<file path="config.mk">
export PLATFORM = sky130hd
export DESIGN_NAME = add32_sync
export DESIGN_NICKNAME = d
export VERILOG_FILES = /design/src/rtl/alu_pkg.sv /design/src/rtl/cla4.sv /design/src/rtl/add32_sync.sv
export SDC_FILE = /design/constraint.sdc
export NUM_CORES = 1
export LEC_CHECK = 0
export ABC_AREA = 1
export BUFFER_PORTS_ARGS = -buffer_cell sky130_fd_sc_hd__buf_2
export CORE_AREA = 5 5 78 80
export DETAILED_ROUTE_END_ITERATION = 10
export DIE_AREA = 0 0 83 85
export GPL_ROUTABILITY_DRIVEN = 0
export GPL_TIMING_DRIVEN = 0
export PLACE_DENSITY = 0.84
export SYNTH_ARGS = -nofsm -noshare
export SYNTH_HDL_FRONTEND = slang
export SYNTH_SLANG_ARGS = --single-unit
</file>
<file path="constraint.sdc">
create_clock -name clk -period 6.97 [get_ports clk]
set_input_delay 1.394 -clock clk [delete_from_list [all_inputs] [get_ports clk]]
set_output_delay 1.394 -clock clk [all_outputs]
set_load 0.02 [all_outputs]
</file>
<file path="src/rtl/alu_pkg.sv">
// ---------------------------------------------------------------------------
// alu_pkg
//   Shared constants and encodings for the integer ALU datapath.
//   ALU_WIDTH : datapath width in bits
//   CLA_W     : width of one first-level carry-lookahead cell
//   op_e      : isSub encoding   (ADD / SUB)
//   mode_e    : isSign encoding  (UNSIGNED / SIGNED overflow rule)
// ---------------------------------------------------------------------------
package alu_pkg;

    localparam int ALU_WIDTH = 32;
    localparam int CLA_W     = 4;

    typedef enum logic {
        ADD = 1'b0,
        SUB = 1'b1
    } op_e;

    typedef enum logic {
        UNSIGNED = 1'b0,
        SIGNED   = 1'b1
    } mode_e;

endpackage : alu_pkg

</file>
<file path="src/rtl/cla4.sv">
// ---------------------------------------------------------------------------
// cla4
//   4-bit carry-lookahead cell. All internal carries are flat
//   sum-of-products of the bit generate/propagate terms, so there is no
//   ripple inside the cell. Group G/P feed the second-level lookahead.
//   a, b : operand nibbles
//   cin  : carry into bit 0
//   s    : sum nibble
//   G    : group generate (carry out independent of cin)
//   P    : group propagate (cin passes through all four bits)
//   c3   : carry into bit 3, used for signed overflow on the top group
// ---------------------------------------------------------------------------
module cla4 (
    input  logic [3:0] a,
    input  logic [3:0] b,
    input  logic       cin,
    output logic [3:0] s,
    output logic       G,
    output logic       P,
    output logic       c3
);

    logic [3:0] g;
    logic [3:0] p;
    logic       c1;
    logic       c2;

    assign g = a & b;
    assign p = a ^ b;

    assign c1 = g[0] | (p[0] & cin);
    assign c2 = g[1] | (p[1] & g[0]) | (p[1] & p[0] & cin);
    assign c3 = g[2] | (p[2] & g[1]) | (p[2] & p[1] & g[0])
              | (p[2] & p[1] & p[0] & cin);

    assign s = p ^ {c3, c2, c1, cin};

    assign G = g[3] | (p[3] & g[2]) | (p[3] & p[2] & g[1])
             | (p[3] & p[2] & p[1] & g[0]);
    assign P = &p;

endmodule : cla4

</file>
<file path="src/rtl/add32_sync.sv">
// ---------------------------------------------------------------------------
// add32_sync
//   Registered two's-complement adder/subtractor with a per-operation
//   overflow flag (signed or unsigned rule). One-cycle latency, a new
//   operation may be issued every cycle, no handshake.
//   clk      : rising-edge clock
//   rst      : synchronous active-high reset (clears result and Overflow)
//   A, B     : operands
//   isSub    : 0 = A+B, 1 = A-B
//   isSign   : 1 = signed overflow rule, 0 = unsigned carry/borrow rule
//   result   : registered sum/difference, modulo 2^WIDTH
//   Overflow : registered overflow flag for the operation in result
// ---------------------------------------------------------------------------
module add32_sync
    import alu_pkg::*;
#(
    parameter int WIDTH = ALU_WIDTH
) (
    input  logic             clk,
    input  logic             rst,
    input  logic [WIDTH-1:0] A,
    input  logic [WIDTH-1:0] B,
    input  logic             isSub,
    input  logic             isSign,
    output logic [WIDTH-1:0] result,
    output logic             Overflow
);

    localparam int NG = WIDTH / CLA_W;

    logic [WIDTH-1:0] b_eff;
    logic [WIDTH-1:0] sum;
    logic [NG-1:0]    grp_g;
    logic [NG-1:0]    grp_p;
    logic [NG-1:0]    c3_w;
    logic [NG:0]      gc;        // carry into each group; gc[NG] = cout
    logic             cout;
    logic             c_msb;     // carry into the sign bit
    logic             ovf_d;
    logic [WIDTH-1:0] result_q;
    logic             ovf_q;

    // Subtraction is A + ~B + 1; the +1 enters as the carry into group 0.
    assign b_eff = (op_e'(isSub) == SUB) ? ~B : B;

    // First level: one lookahead cell per nibble.
    genvar gi;
    generate
        for (gi = 0; gi < NG; gi++) begin : g_cla
            cla4 u_cla4 (
                .a   (A[gi*CLA_W +: CLA_W]),
                .b   (b_eff[gi*CLA_W +: CLA_W]),
                .cin (gc[gi]),
                .s   (sum[gi*CLA_W +: CLA_W]),
                .G   (grp_g[gi]),
                .P   (grp_p[gi]),
                .c3  (c3_w[gi])
            );
        end
    endgenerate

    // Second level: each group carry is the flat OR of
    //   G[j] & P[j+1] & ... & P[i-1]   for all j < i, plus
    //   cin  & P[0]   & ... & P[i-1].
    // The loops only enumerate product terms; no carry feeds another.
    always_comb begin : p_glook
        logic term;
        logic acc;
        gc    = '0;
        gc[0] = isSub;
        for (int i = 1; i <= NG; i++) begin
            acc  = 1'b0;
            for (int j = 0; j < i; j++) begin
                term = grp_g[j];
                for (int k = j + 1; k < i; k++) begin
                    term = term & grp_p[k];
                end
                acc = acc | term;
            end
            term = isSub;
            for (int k = 0; k < i; k++) begin
                term = term & grp_p[k];
            end
            gc[i] = acc | term;
        end
    end

    assign cout  = gc[NG];
    assign c_msb = c3_w[NG-1];

    // Only the top cell's c3 matters; the rest are intentionally dropped.
    logic unused_c3;
    assign unused_c3 = ^c3_w[NG-2:0];

    // Signed: carry into MSB differs from carry out.
    // Unsigned: carry for add, inverted carry (borrow) for sub.
    always_comb begin
        ovf_d = cout ^ isSub;
        if (mode_e'(isSign) == SIGNED) begin
            ovf_d = cout ^ c_msb;
        end
    end

    always_ff @(posedge clk) begin
        if (rst) begin
            result_q <= '0;
            ovf_q    <= 1'b0;
        end else begin
            result_q <= sum;
            ovf_q    <= ovf_d;
        end
    end

    assign result   = result_q;
    assign Overflow = ovf_q;

endmodule : add32_sync

</file>
==> implementation parameters, run 1 <==
Parameter                              Value

Outcome
  Status ... finished, final reports clean

Yosys
  Area of the mapped netlist ... 2750 µm²
  Synth Flop Type ... dfxtp_1
  Synthesized netlist cell count ... 372
  Count of synthesis-stage warnings from yosys ... 0
  Share of synthesized area occupied by flip-flops and latches ... 24.1%
  Post-Synthesis Net Count ... 479
  Share of async-settable or async-resettable flops after synthesis ... 0%
  Library cells used by synthesis ... 34
  Number of synthesized flops with an enable pin ... 0
  Post-synthesis average cell area ... 7.38 µm²
  Number of synthesized register bits ... 33

Worst hold path
  Number of stages on the worst hold path ... 4
  Worst Hold End ... result[0]
  Min-delay worst type ... input pin to register
  Hold path startpoint ... isSub

CTS
  Number of buffers created by CTS ... 5
  CTS Root Cell ... clkbuf_8
  Post-CTS setup repair buffer count ... 0
  Count of cells resized by post-cts repair ... 0
  H-tree levels ... 2
  Longest Clk Path Bufs ... 2
  Clock transition at path regs ... 80 ps
  Clock tree from TritonCTS ... built
  Hold Buf Count CTS ... 0
  Sink Count ... 33

Drt
  Vias after detailed routing ... 2667
  DRC violations left ... 0
  Vias/cell ... 4.85
  Number of detailed-routing iterations run before antenna repair ... 4
  DRC marker count from the first detailed-route iteration ... 76
  Remaining antenna violation count ... 0
  WL per Instance ... 12.1 µm
  Total length of routed wires ... 6670 µm

Layout
  Area Overhead vs Synth ... 25.3%
  Non-Filler Cell Area, Final ... 3440 µm²
  Leading cell types in the layout, fill and taps excluded ... buf_2, nand2_1, inv_1
  Ant. Diodes ... 0
  Commonest non-fill, non-tap cell in the layout ... buf_2
  Nets@finish ... 584
  Filler cells ... 471
  Ratio of cells with drive above 1 in the final layout ... 28.0%

Critical path
  CP max FO ... 10
  Startpoint type of the worst setup path ... input pin
  Nature of the critical path endpoint ... register
  Endpoint arrival time on the critical path ... 3950 ps
  Class of the most critical setup path ... input pin to register
  Required time of the critical path ... 7140 ps

STA
  Final Worst Setup Slack ... 3180 ps
  Setup repair after global routing missed its margin ... false
  Number of hold violations in the final report ... 0
  Final count of pins violating max slew ... 0
  Setup Total Neg Slack ... 0 ps
  Hold Slack ... 1450 ps
  Upper clock frequency limit ... 264 MHz
  Fin crit share ... 54.3%
  Period minus WS final ... 3790 ps
  Setup violation total in the final timing report ... 0
  Headroom to the max-slew limit ... 56.4%
  Worst-margin pin slew ... 654 ps

Die
  IO Count ... 101
  Horiz. Die Dim ... 83 µm
  Row count ... 27
  Vertical die dimension ... 85 µm
  Total Die Area ... 7060 µm²
  Core ar. ... 5340 µm²
  Initial core utilization ... 51.4%

Power
  Worst VDD drop ... 0.118 mV
  Total power per unit cell area ... 216 nW/µm²
  Standby leakage power ... 1.94 nW
  Power after layout ... 0.000742 W

Placement
  Detailed placement HPWL ... 5520 µm
  Total of buffers placed on input and output ports ... 98
  Setup slack after placement ... 2890 ps
  Placement-stage cell area ... 3330 µm²

Global route
  Antenna violations before repair ... 0
  Total routing usage reported by global routing ... 19.0%
  Total global routing overflow ... 0
  Pin count of the biggest net entering global routing ... 13
  Wire length of the first global-routing pass ... 11100 µm
  Via count of the first global-routing pass ... 2632

Job
  Max-cap violations ... 0
## registers in the layout (all words and copies together) (netlist names)
name      cells
Overflow      1
result       32
## report_power, final
| group | total [W] | switching (W) | internal [W] |
|---|---|---|---|
| combinational | 0.000327 | 0.000202 | 0.000125 |
| sequential | 0.000229 | 0.00000757 | 0.000222 |
| clock | 0.000185 | 0.0000780 | 0.000107 |
## through the flow
step | cells | utilization (%)
2_1_floorplan | 372 | -
3_3_place_gp | 542 | 62.3
6_report | 550 | 64.5
5_1_grt | 550 | 64.5
4_1_cts | 550 | 64.5
3_5_place_dp | 542 | 62.3
## synthesized netlist by cell type, drive strengths merged (4+ instances only)
| cell type | instances | area share [%] |
|---|---|---|
| a21oi | 29 | 5.4 |
| buf | 4 | 0.96 |
| dfxtp | 33 | 24 |
| fa | 7 | 5.1 |
| ha | 32 | 15 |
| inv | 58 | 7.9 |
| nand2 | 69 | 10 |
| nand3 | 21 | 4.4 |
| nor2 | 44 | 6.7 |
| nor3 | 4 | 0.73 |
| o21ai | 13 | 2.9 |
| o21bai | 4 | 1.1 |
| xnor2 | 7 | 2.2 |
| xor2 | 31 | 9.9 |
## kinds of logic (layout without fill, tap and decap cells)
logic type | count (synthesis) | count (layout) | share of synthesized area (%)
DFF | 33 | 33 | 24.1
xor gates and xnor gates | 38 | 38 | 12.1
adders and majority gates | 39 | 39 | 19.7
buffers and inverters | 65 | 171 | 9.30
and+or+nand+nor | 145 | 145 | 23.7
AOI/OAI and AO/OA | 51 | 51 | 10.8
muxes | 1 | 1 | 0.410
## per-layer routing
metal / GRT usage [%] / wire length [µm] / vias up
met4: 6.09 / 89 / 0
met3: 5.73 / 501 / 10
met5: 0 / 0 / -
met1: 20.7 / 2710 / 1181
li1: - / - / 1385
met2: 35.2 / 3370 / 91
## final cells by class
type	count	area, µm²	share of cell area [%]
plain buffers	7	37.5	1.09
clock buffers	5	68.8	2.00
clock inverters	3	46.3	1.35
inverters	58	218	6.33
multi-input cells	274	1830	53.2
flip-flops and latches	33	661	19.2
well taps	72	90.1	2.62
repair buffers	98	490	14.3
## worst max-delay path: stages
cell and delay, ps:
buf_6 130, buf_2 320, xnor2_1 210, inv_1 80
ha_1 280, nand2_1 70, nor2_1 150, nand2_2 100
nor2_2 140, nand3_1 100, nand4_2 130, nand2_1 70
nand2_2 80, inv_1 60, fa_1 400, o21ai_0 170
a21oi_1 60
## worst max path at each step
stage          cells past startpoint         end  slack (ps)   from
2_1_floorplan                     17  result[25]        3250  isSub
3_3_place_gp                      17  result[25]        2940  isSub
3_5_place_dp                      17  result[25]        2890  isSub
4_1_cts                           17  result[25]        3190  isSub
5_1_grt                           17  result[25]        2950  isSub
6_report                          17  result[25]        3180  isSub
(Power assumes the default switching activity.)
==> run 2: changes to the inputs <==
--- a/config.mk
+++ b/config.mk
@@ -7,12 +7,12 @@
 export LEC_CHECK = 0
 export ABC_AREA = 1
 export BUFFER_PORTS_ARGS = -buffer_cell sky130_fd_sc_hd__buf_2
-export CORE_AREA = 5 5 78 80
+export CORE_AREA = 5 5 81 83
 export DETAILED_ROUTE_END_ITERATION = 10
-export DIE_AREA = 0 0 83 85
+export DIE_AREA = 0 0 86 88
 export GPL_ROUTABILITY_DRIVEN = 0
 export GPL_TIMING_DRIVEN = 0
-export PLACE_DENSITY = 0.84
+export PLACE_DENSITY = 0.78
 export SYNTH_ARGS = -nofsm -noshare
 export SYNTH_HDL_FRONTEND = slang
 export SYNTH_SLANG_ARGS = --single-unit
==> constraint.sdc (replaced) <==
create_clock -name clk -period 3.55 [get_ports clk]
set_input_delay 0.71 -clock clk [delete_from_list [all_inputs] [get_ports clk]]
set_output_delay 0.71 -clock clk [all_outputs]
set_load 0.02 [all_outputs]
==> implementation parameters, run 2 (synthesis gave the netlist of run 1 again) <==
Parameter                              Value

CTS
  Clock transition at path regs ... 70 ps (about the same)
  Clock tree from TritonCTS ... built
  Number of buffers created by CTS ... 5 (unchanged)
  Post-CTS setup repair buffer count ... 0 (unchanged)
  Hold Buf Count CTS ... 0 (unchanged)
  Sink Count ... 33 (unchanged)
  Count of cells resized by post-cts repair ... 0 (unchanged)
  Longest Clk Path Bufs ... 2 (unchanged)
  H-tree levels ... 2 (unchanged)
  CTS Root Cell ... clkbuf_8

Power
  Standby leakage power ... 1.94 nW (about the same)
  Worst VDD drop ... 0.226 mV (+91%)
  Total power per unit cell area ... 409 nW/µm² (+90%)
  Net switching power ... 0.000547 W (+90%)
  Fraction of power consumed by sequential logic ... 32.2% (+1.3 points)
  Switching share of power ... 38.9% (+0.15 points)
  Share of total power in the clock network ... 22.4% (-2.5 points)
  Proportion of power drawn by combinational gates ... 45.5% (+1.4 points)
  Cell-internal power ... 0.000857 W (+89%)

Global route
  Via count of the first global-routing pass ... 2554 (-3.0%)
  Total global routing overflow ... 0 (unchanged)
  Wire length of the first global-routing pass ... 10400 µm (-6.2%)
  Antenna violations before repair ... 0 (unchanged)
  Pin count of the biggest net entering global routing ... 11 (-2)
  Total routing usage reported by global routing ... 17.5% (-1.5 points)

Job
  Max-cap violations ... 0 (unchanged)

Drt
  DRC violations left ... 0 (unchanged)
  WL per Instance ... 11.9 µm (-1.7%)
  Vias after detailed routing ... 2654 (-0.49%)
  Number of detailed-routing iterations run before antenna repair ... 4 (unchanged)
  DRC marker count from the first detailed-route iteration ... 82 (+7.9%)
  Vias/cell ... 4.80 (-1.0%)
  Remaining antenna violation count ... 0 (unchanged)
  Total length of routed wires ... 6590 µm (-1.2%)

Critical path
  Nature of the critical path endpoint ... register
  Endpoint arrival time on the critical path ... 3320 ps (-630 ps)
  Class of the most critical setup path ... input pin to register
  Startpoint type of the worst setup path ... input pin
  CP max FO ... 10 (unchanged)
  Required time of the critical path ... 3710 ps (-3430 ps)

Layout
  Area Overhead vs Synth ... 25.0%
  Ratio of cells with drive above 1 in the final layout ... 28.0% (unchanged)
  Flip-flop count of the largest register, all copies and words added ... 32 (unchanged)
  Commonest non-fill, non-tap cell in the layout ... buf_2
  Nets@finish ... 584 (unchanged)
  Ant. Diodes ... 0 (unchanged)
  Non-Filler Cell Area, Final ... 3430 µm² (-0.29%)
  Leading cell types in the layout, fill and taps excluded ... buf_2, nand2_1, inv_1

STA
  Number of hold violations in the final report ... 0 (unchanged)
  Setup repair after global routing missed its margin ... false
  Setup violation total in the final timing report ... 0 (unchanged)
  Hold Slack ... 786 ps (-662 ps)
  Upper clock frequency limit ... 317 MHz
  Fin crit share ... 88.9%
  Headroom to the max-slew limit ... 58.9% (+2.5 points)
  Setup Total Neg Slack ... 0 ps (unchanged)
  Worst-margin pin slew ... 617 ps (-37.4 ps)
  Period minus WS final ... 3160 ps
  Final count of pins violating max slew ... 0 (unchanged)

Outcome
  Status ... finished, final reports clean

Die
  Initial core utilization ... 47.5% (-3.9 points)
  Core ar. ... 5780 µm² (+8.3%)
  IO Count ... 101 (unchanged)
  Row count ... 28 (+3.7%)
  Horiz. Die Dim ... 86 µm (+3.6%)
  Total Die Area ... 7570 µm² (+7.3%)
  Vertical die dimension ... 88 µm (+3.5%)

Worst hold path
  Min-delay worst type ... input pin to register

Placement
  Detailed placement HPWL ... 5490 µm (-0.54%)
  Placement-stage cell area ... 3330 µm² (+0.11%)
  Total of buffers placed on input and output ports ... 98 (unchanged)
## run 2: changes by cell type in the layout (fill, tap and decap cells not counted)
cell | before | now
bufinv_16 | 1 | 0
clkinv_4 | 1 | 0
clkbuf_8 | 5 | 7
clkinv_2 | 0 | 1
clkinvlp_4 | 1 | 0
## run 2: cell type report
class                      instances  area, µm²
inverter                          58        218
fill                             548       2350
clock inverter                     1       5.00
timing repair buffer              98        490
buffer                             7       37.5
tap                               75       93.8
sequential                        33        661
clock buffer                       7       96.3
multi-input combinational        274       1830
## run 2: metrics by stage
stage | util [%] | total power (W) | cells | setup slack, ps
after floorplan | - | 0.000917 | 372 | 517
final | 59.4 | 0.00140 | 553 | 393
after CTS | 59.4 | 0.00142 | 553 | 374
after global routing | 59.4 | 0.00152 | 553 | 227
after global placement | 57.6 | 0.00108 | 545 | 205
after detailed placement | 57.6 | 0.00110 | 545 | 76.1
## run 2: worst max-delay path: stages
cell	delay, ps
buf_6	120
buf_2	330
xnor2_1	210
inv_1	80
ha_1	280
nand2_1	70
nor2_1	160
nand2_2	110
nor2_2	130
nand3_1	110
nand4_2	130
nand2_1	70
nand2_2	90
inv_1	60
fa_1	410
o21ai_0	180
a21oi_1	70
## run 2: final timing paths
kind / startpoint / to / depth (start not counted)
max: isSub / result[25] / 17
min: isSub / result[0] / 4
## run 2: layer usage
| metal | GRT usage, % | routed length [µm] | vias up |
|---|---|---|---|
| li1 | - | - | 1386 |
| met1 | 20.0 | 2780 | 1170 |
| met2 | 31.3 | 3200 | 90 |
| met3 | 4.52 | 532 | 8 |
| met4 | 6.62 | 76 | 0 |
| met5 | 0 | 0 | - |
## run 2: power groups by stage
stage | Clock (W) | Combinational [W] | Sequential [W]
finish | 0.000314 | 0.000639 | 0.000451
CTS | 0.000328 | 0.000644 | 0.000452
global placement | 0 | 0.000622 | 0.000459
detailed placement | 0 | 0.000641 | 0.000459
floorplan | 0 | 0.000371 | 0.000546
global route | 0.000349 | 0.000718 | 0.000458
